==> config.mk <==
export PLATFORM = sky130hd
export DESIGN_NAME = mbist_march_engine
export DESIGN_NICKNAME = d
export VERILOG_FILES = /design/src/rtl/mbist_pkg.sv /design/src/rtl/mbist_rd_compare.sv /design/src/rtl/mbist_march_engine.sv
export SDC_FILE = /design/constraint.sdc
export NUM_CORES = 1
export LEC_CHECK = 0
export CORE_AREA = 5 5 95 97
export CTS_CLUSTER_DIAMETER = 150
export DETAILED_ROUTE_END_ITERATION = 12
export DIE_AREA = 0 0 100 102
export PLACE_DENSITY = 0.79
export RECOVER_POWER = 100
export SLEW_MARGIN = 5
export SYNTH_ARGS = -nofsm -noshare
export SYNTH_HDL_FRONTEND = slang
export SYNTH_HIERARCHICAL = 1
export SYNTH_SLANG_ARGS = --single-unit
==> constraint.sdc <==
create_clock -name clk -period 3.22 [get_ports clk]
set_input_delay 0.644 -clock clk [delete_from_list [all_inputs] [get_ports clk]]
set_output_delay 0.644 -clock clk [all_outputs]
set_load 0.02 [all_outputs]
==> src/rtl/mbist_pkg.sv <==
// March C- BIST shared types: FSM states, element encoding and per-element properties.
// Combinational helpers only; no latency, no flow control.
package mbist_pkg;

    localparam int FAIL_CNT_W = 16;

    typedef enum logic [1:0] {
        ST_IDLE  = 2'd0,
        ST_RUN   = 2'd1,
        ST_DRAIN = 2'd2,
        ST_DONE  = 2'd3
    } state_t;

    typedef enum logic [2:0] {
        EL_E0 = 3'd0,
        EL_E1 = 3'd1,
        EL_E2 = 3'd2,
        EL_E3 = 3'd3,
        EL_E4 = 3'd4,
        EL_E5 = 3'd5
    } elem_t;

    // 1 = ascending address order.
    function automatic logic elem_up(elem_t e);
        return !(e == EL_E3 || e == EL_E4);
    endfunction

    function automatic logic elem_two_ops(elem_t e);
        return (e != EL_E0) && (e != EL_E5);
    endfunction

    // Two-op elements are always (read, write).
    function automatic logic op_is_write(elem_t e, logic step);
        case (e)
            EL_E0:   return 1'b1;
            EL_E5:   return 1'b0;
            default: return step;
        endcase
    endfunction

    function automatic logic write_bg(elem_t e);
        return (e == EL_E1) || (e == EL_E3);
    endfunction

    function automatic logic read_bg(elem_t e);
        return (e == EL_E2) || (e == EL_E4);
    endfunction

endpackage

==> src/rtl/mbist_rd_compare.sv <==
// Two-stage expect pipeline aligned to the memory read latency, plus saturating fail counter
// and first-failure capture. Compares two edges after push; no backpressure.
module mbist_rd_compare
    import mbist_pkg::*;
#(
    parameter int DATA_WIDTH = 8,
    parameter int ADDR_WIDTH = 4
) (
    input  logic                  clk,
    input  logic                  rst,
    input  logic                  clear_i,
    input  logic                  push_vld_i,
    input  logic [DATA_WIDTH-1:0] push_exp_i,
    input  logic [ADDR_WIDTH-1:0] push_addr_i,
    input  elem_t                 push_elem_i,
    input  logic [DATA_WIDTH-1:0] mem_rdata_i,
    output logic                  miss_o,
    output logic [FAIL_CNT_W-1:0] fail_count_o,
    output logic [ADDR_WIDTH-1:0] fail_addr_o,
    output logic [2:0]            fail_element_o,
    output logic [DATA_WIDTH-1:0] fail_expected_o,
    output logic [DATA_WIDTH-1:0] fail_actual_o
);

    logic [1:0]            vld_q;
    logic [DATA_WIDTH-1:0] exp_q  [2];
    logic [ADDR_WIDTH-1:0] addr_q [2];
    logic [2:0]            elem_q [2];
    logic [FAIL_CNT_W-1:0] cnt_q, cnt_d;
    logic [ADDR_WIDTH-1:0] faddr_q;
    logic [2:0]            felem_q;
    logic [DATA_WIDTH-1:0] fexp_q, fact_q;

    assign miss_o = vld_q[1] && (mem_rdata_i != exp_q[1]);
    assign cnt_d  = (cnt_q == '1) ? cnt_q : cnt_q + FAIL_CNT_W'(1);

    always_ff @(posedge clk) begin
        if (rst || clear_i) begin
            vld_q   <= '0;
            exp_q   <= '{default: '0};
            addr_q  <= '{default: '0};
            elem_q  <= '{default: '0};
            cnt_q   <= '0;
            faddr_q <= '0;
            felem_q <= '0;
            fexp_q  <= '0;
            fact_q  <= '0;
        end else begin
            vld_q     <= {vld_q[0], push_vld_i};
            exp_q[0]  <= push_exp_i;
            exp_q[1]  <= exp_q[0];
            addr_q[0] <= push_addr_i;
            addr_q[1] <= addr_q[0];
            elem_q[0] <= push_elem_i;
            elem_q[1] <= elem_q[0];
            if (miss_o) begin
                cnt_q <= cnt_d;
                if (cnt_q == '0) begin
                    faddr_q <= addr_q[1];
                    felem_q <= elem_q[1];
                    fexp_q  <= exp_q[1];
                    fact_q  <= mem_rdata_i;
                end
            end
        end
    end

    assign fail_count_o    = cnt_q;
    assign fail_addr_o     = faddr_q;
    assign fail_element_o  = felem_q;
    assign fail_expected_o = fexp_q;
    assign fail_actual_o   = fact_q;

endmodule

==> src/rtl/mbist_march_engine.sv <==
// March C- sequencer: one memory op per clock, write data one cycle ahead of its command,
// reads checked two edges after the memory samples them; done 10*CAPACITY+3 cycles after start.
module mbist_march_engine
    import mbist_pkg::*;
#(
    parameter int DATA_WIDTH = 8,
    parameter int ADDR_WIDTH = 4,
    parameter int CAPACITY   = 16
) (
    input  logic                  clk,
    input  logic                  rst,
    input  logic                  start,
    output logic                  mem_write_read,
    output logic [ADDR_WIDTH-1:0] mem_address,
    output logic [DATA_WIDTH-1:0] mem_wdata,
    input  logic [DATA_WIDTH-1:0] mem_rdata,
    output logic                  busy,
    output logic                  done,
    output logic                  pass,
    output logic [FAIL_CNT_W-1:0] fail_count,
    output logic [ADDR_WIDTH-1:0] fail_addr,
    output logic [2:0]            fail_element,
    output logic [DATA_WIDTH-1:0] fail_expected,
    output logic [DATA_WIDTH-1:0] fail_actual
);

    localparam logic [ADDR_WIDTH-1:0] LAST_ADDR = ADDR_WIDTH'(CAPACITY - 1);
    localparam logic [ADDR_WIDTH-1:0] ADDR_ONE  = ADDR_WIDTH'(1);

    state_t                state_q;
    elem_t                 elem_q, elem_d;
    logic [ADDR_WIDTH-1:0] addr_q, addr_d;
    logic                  step_q, step_d;
    logic                  last_q, last_op;
    logic                  drain_q;
    logic                  wr_q;
    logic [ADDR_WIDTH-1:0] bus_addr_q;
    elem_t                 bus_elem_q;
    logic [DATA_WIDTH-1:0] exp_q;
    logic                  rd_vld_q;
    logic [DATA_WIDTH-1:0] wdata_q, wdata_d;
    logic                  busy_q, done_q, pass_q;
    logic                  is_wr, start_ok, miss;
    logic [ADDR_WIDTH-1:0] end_addr;

    assign start_ok = start && (state_q == ST_IDLE || state_q == ST_DONE);
    assign is_wr    = op_is_write(elem_q, step_q);
    assign end_addr = elem_up(elem_q) ? LAST_ADDR : '0;
    assign wdata_d  = {DATA_WIDTH{write_bg(elem_d)}};

    // Successor of the op being issued this edge; its data goes out one cycle early.
    always_comb begin
        elem_d  = elem_q;
        addr_d  = addr_q;
        step_d  = 1'b0;
        last_op = 1'b0;
        if (elem_two_ops(elem_q) && !step_q) begin
            step_d = 1'b1;
        end else if (addr_q != end_addr) begin
            addr_d = elem_up(elem_q) ? addr_q + ADDR_ONE : addr_q - ADDR_ONE;
        end else if (elem_q == EL_E5) begin
            last_op = 1'b1;
        end else begin
            elem_d = elem_t'(elem_q + 3'd1);
            addr_d = elem_up(elem_d) ? '0 : LAST_ADDR;
        end
    end

    always_ff @(posedge clk) begin
        if (rst) begin
            state_q    <= ST_IDLE;
            elem_q     <= EL_E0;
            addr_q     <= '0;
            step_q     <= 1'b0;
            last_q     <= 1'b0;
            drain_q    <= 1'b0;
            wr_q       <= 1'b0;
            bus_addr_q <= '0;
            bus_elem_q <= EL_E0;
            exp_q      <= '0;
            rd_vld_q   <= 1'b0;
            wdata_q    <= '0;
            busy_q     <= 1'b0;
            done_q     <= 1'b0;
            pass_q     <= 1'b0;
        end else begin
            case (state_q)
                ST_IDLE, ST_DONE: begin
                    if (start_ok) begin
                        state_q <= ST_RUN;
                        busy_q  <= 1'b1;
                        done_q  <= 1'b0;
                        pass_q  <= 1'b0;
                        elem_q  <= EL_E0;
                        addr_q  <= '0;
                        step_q  <= 1'b0;
                        last_q  <= 1'b0;
                        wdata_q <= {DATA_WIDTH{write_bg(EL_E0)}};
                    end
                end
                ST_RUN: begin
                    if (last_q) begin
                        state_q  <= ST_DRAIN;
                        drain_q  <= 1'b0;
                        wr_q     <= 1'b0;
                        rd_vld_q <= 1'b0;
                    end else begin
                        wr_q       <= is_wr;
                        bus_addr_q <= addr_q;
                        bus_elem_q <= elem_q;
                        exp_q      <= {DATA_WIDTH{read_bg(elem_q)}};
                        rd_vld_q   <= !is_wr;
                        elem_q     <= elem_d;
                        addr_q     <= addr_d;
                        step_q     <= step_d;
                        last_q     <= last_op;
                        wdata_q    <= wdata_d;
                    end
                end
                ST_DRAIN: begin
                    if (drain_q) begin
                        state_q <= ST_DONE;
                        busy_q  <= 1'b0;
                        done_q  <= 1'b1;
                        // The final read is being compared on this same edge.
                        pass_q  <= (fail_count == '0) && !miss;
                    end else begin
                        drain_q <= 1'b1;
                    end
                end
                default: state_q <= ST_IDLE;
            endcase
        end
    end

    mbist_rd_compare #(
        .DATA_WIDTH (DATA_WIDTH),
        .ADDR_WIDTH (ADDR_WIDTH)
    ) u_cmp (
        .clk             (clk),
        .rst             (rst),
        .clear_i         (start_ok),
        .push_vld_i      (rd_vld_q),
        .push_exp_i      (exp_q),
        .push_addr_i     (bus_addr_q),
        .push_elem_i     (bus_elem_q),
        .mem_rdata_i     (mem_rdata),
        .miss_o          (miss),
        .fail_count_o    (fail_count),
        .fail_addr_o     (fail_addr),
        .fail_element_o  (fail_element),
        .fail_expected_o (fail_expected),
        .fail_actual_o   (fail_actual)
    );

    assign mem_write_read = wr_q;
    assign mem_address    = bus_addr_q;
    assign mem_wdata      = wdata_q;
    assign busy           = busy_q;
    assign done           = done_q;
    assign pass           = pass_q;

endmodule

==> impl_metrics.env <==
export IMPL_status="finished, final reports clean"
export IMPL_firstDrtPassIters=4
export IMPL_seq_area_frac_synth=0.4545
export IMPL_avgRoutedWirePerCell_um=14.07
export IMPL_clock_root_buffer="clkbuf_8"
export IMPL_insertion_delay_ns=0.35
export IMPL_synthTopCellsByArea="dfxtp_1, mux2i_1, and2_1"
export IMPL_rsz0062_at_grt="no"
export IMPL_vias=3393
export IMPL_synthesis_nets=483
export IMPL_grt_ovfl_total=0
export IMPL_irDropWorstVdd_mv=0.3316
export IMPL_drtIter0Drc=174
export IMPL_hold_viol=0
export IMPL_clockBufferDepth=2
export IMPL_grt_pass1_wl_um=14750
export IMPL_die_area_mm2=0.01020
export IMPL_arrival_ns=3.24
export IMPL_cp_end_kind="register"
export IMPL_required_ns=3.50
export IMPL_critical_path_class="primary input to register"
export IMPL_synth_top_area_frac=0.4545
export IMPL_crit_fanout=17
export IMPL_period_share=0.9186
export IMPL_synth_ff_type="dfxtp_1"
export IMPL_p_leak_nw=2.017
export IMPL_area_growth_pct=19.59
export IMPL_rows=33
export IMPL_fin_crit_ns=2.958
export IMPL_io_pin_count=66
export IMPL_grt_max_degree=49
export IMPL_start_util=0.5307
export IMPL_cts_htree_levels=3
export IMPL_synth_area_leader_cell="dfxtp_1"
export IMPL_cts_tree="built"
export IMPL_holdBufCountCts=0
export IMPL_final_max_slew_viol_count=0
export IMPL_path_clk_slew_ns=0.10
export IMPL_slew_headroom=0.2177
export IMPL_post_cts_buffers=0
export IMPL_fin_cells=619
export IMPL_timing_fmax_mhz=338.1
export IMPL_via_per_inst=5.481
export IMPL_synth_cell_type_count=61
export IMPL_fp_dieW_um=100
export IMPL_synth_area_mm2=0.004273
export IMPL_drc=0
export IMPL_yosys_warnings=6
export IMPL_cts_resized=0
export IMPL_fin_nets=533
export IMPL_io_buffers=65
export IMPL_syn_inst=459
export IMPL_gp_congestion=0.8930
export IMPL_routed_wl_um=8710
export IMPL_fp_dieH_um=102
export IMPL_synth_edff_count=0
export IMPL_tightest_slew_ns=1.174
export IMPL_layout_drive_gt1_share=0.06615
export IMPL_skew_ns=0.01476
export IMPL_tns_ns=0
export IMPL_synth_most_common_cell="dfxtp_1"
export IMPL_postRouteAntennaNets=0
export IMPL_antenna_found_initial=0
export IMPL_power_w=0.002633
export IMPL_fill_cells=702
export IMPL_placed_cells=603
export IMPL_hpwl_um=6335
export IMPL_ys_ff_latch=97
export IMPL_setup_viol=0
export IMPL_maxCapViolations=0
export IMPL_synthTopCellsByCount="dfxtp_1, nand2_1, a21oi_1"
export IMPL_first_global_vias=3196
export IMPL_critPathLaunchType="primary input"
export IMPL_grtUsageTotal=0.1725
export IMPL_n_antenna_cell=0
export IMPL_power_density_mw_per_mm2=515.3
export IMPL_worstHoldPathType="register to register"
export IMPL_core_area_mm2=0.008051
export IMPL_numCtsBuffers=9
export IMPL_syn_avg_cell_area_um2=9.309
export IMPL_async_flop_share=0
export IMPL_clock_sinks=97
==> cell families after synthesis <==
family,Yosys count,share of synthesized area
AO/OA/AOI/OAI,94,0.1432
XOR/XNOR,10,0.02050
adder cells (fa/ha/maj),13,0.03982
buffers and inverters,47,0.05593
flip-flops,97,0.4545
multiplexers,24,0.06003
AND/OR/NAND/NOR,174,0.2261
==> power breakdown <==
| group | internal (W) | leakage (nW) | total, W | switching [W] |
|---|---|---|---|---|
| Combinational | 0.000172 | 1.14 | 0.000566 | 0.000394 |
| Clock | 0.000307 | 0.0977 | 0.000756 | 0.000450 |
| Sequential | 0.00126 | 0.783 | 0.00131 | 0.0000498 |
| Total | 0.00174 | 2.02 | 0.00263 | 0.000894 |
==> per-stage QoR <==
| step | util | setup slack [ns] | area [um2] | hold slack, ns |
|---|---|---|---|---|
| floorplan | - | 0.6848 | 4273 | 0.4057 |
| global placement | 0.6131 | 0.4126 | 4936 | 0.4079 |
| detailed placement | 0.6131 | 0.3216 | 4936 | 0.4113 |
| CTS | 0.6371 | 0.3077 | 5130 | 0.4283 |
| global route | 0.6347 | 0.08433 | 5110 | 0.4456 |
| finish | 0.6347 | 0.2620 | 5110 | 0.4198 |
==> metal layers <==
| metal | global-route usage | share of wire | routed length [um] |
|---|---|---|---|
| met1 | 0.2177 | 0.45 | 3916 |
| met2 | 0.3017 | 0.49 | 4261 |
| met3 | 0.03618 | 0.053 | 460 |
| met4 | 0.04560 | 0.0082 | 71 |
| met5 | 0 | 0 | 0 |
==> cell type report <==
class | count | area, um2 | share of cell area
Clock buffer | 9 | 123.9 | 0.02424
Clock inverter | 7 | 70.07 | 0.01371
Inverter | 14 | 52.55 | 0.01028
Multi-Input combinational cell | 315 | 2101 | 0.4111
Sequential cell | 97 | 1942 | 0.3800
Tap cell | 105 | 131.4 | 0.02571
Timing Repair Buffer | 72 | 689.4 | 0.1349
==> registers in the layout (all words and copies together) (netlist names), 2 cells and up <==
| register | cells |
|---|---|
| u_cmp/vld_q | 2 |
| u_cmp/elem_q | 6 |
| mem_address | 4 |
| bus_elem_q | 3 |
| u_cmp/fail_actual_o | 8 |
| u_cmp/fail_count_o | 16 |
| u_cmp/fail_addr_o | 4 |
| state_q | 2 |
| u_cmp/exp_q | 16 |
| u_cmp/addr_q | 8 |
| u_cmp/fail_element_o | 3 |
| elem_q | 3 |
| u_cmp/fail_expected_o | 8 |
| addr_q | 4 |
==> worst paths after layout <==
path | cells after the start | slack [ns] | end | startpoint
max | 8 | 0.26 | u_cmp/fail_addr_o[0]$_SDFFE_PP0P_ | mem_rdata[5]
min | 1 | 0.42 | u_cmp/elem_q[2]$_SDFF_PP0_ | u_cmp/elem_q[5]$_SDFF_PP0_
max reg2reg | 10 | 0.27 | addr_q[2]$_SDFFE_PP0P_ | elem_q[0]$_SDFFE_PP0P_
min reg2reg | 1 | 0.42 | u_cmp/elem_q[2]$_SDFF_PP0_ | u_cmp/elem_q[5]$_SDFF_PP0_
==> critical path, stage by stage <==
cell and delay (ns):
clkdlybuf4s50_1 0.50, xor2_1 0.17, nor4_1 0.11, a2111oi_4 0.34
clkbuf_1 0.90, buf_4 0.34, nand3_1 0.11, o21ai_0 0.11
==> layout by cell type (no fill, tap or decap), types with 10 or more instances in the layout <==
| master | synthesis | final |
|---|---|---|
| dfxtp_1 | 97 | 97 |
| dlygate4sd3_1 | 0 | 55 |
| nand2_1 | 38 | 38 |
| a21oi_1 | 35 | 35 |
| nor2_1 | 32 | 31 |
| and2_1 | 34 | 29 |
| mux2i_1 | 22 | 22 |
| nand3_1 | 15 | 15 |
| inv_1 | 14 | 14 |
| o21ai_0 | 6 | 14 |
| or4_1 | 12 | 12 |
| ha_1 | 12 | 12 |
| o31ai_1 | 11 | 11 |
| clkdlybuf4s50_1 | 0 | 10 |
Note: power is estimated with default switching activity, not from simulation.
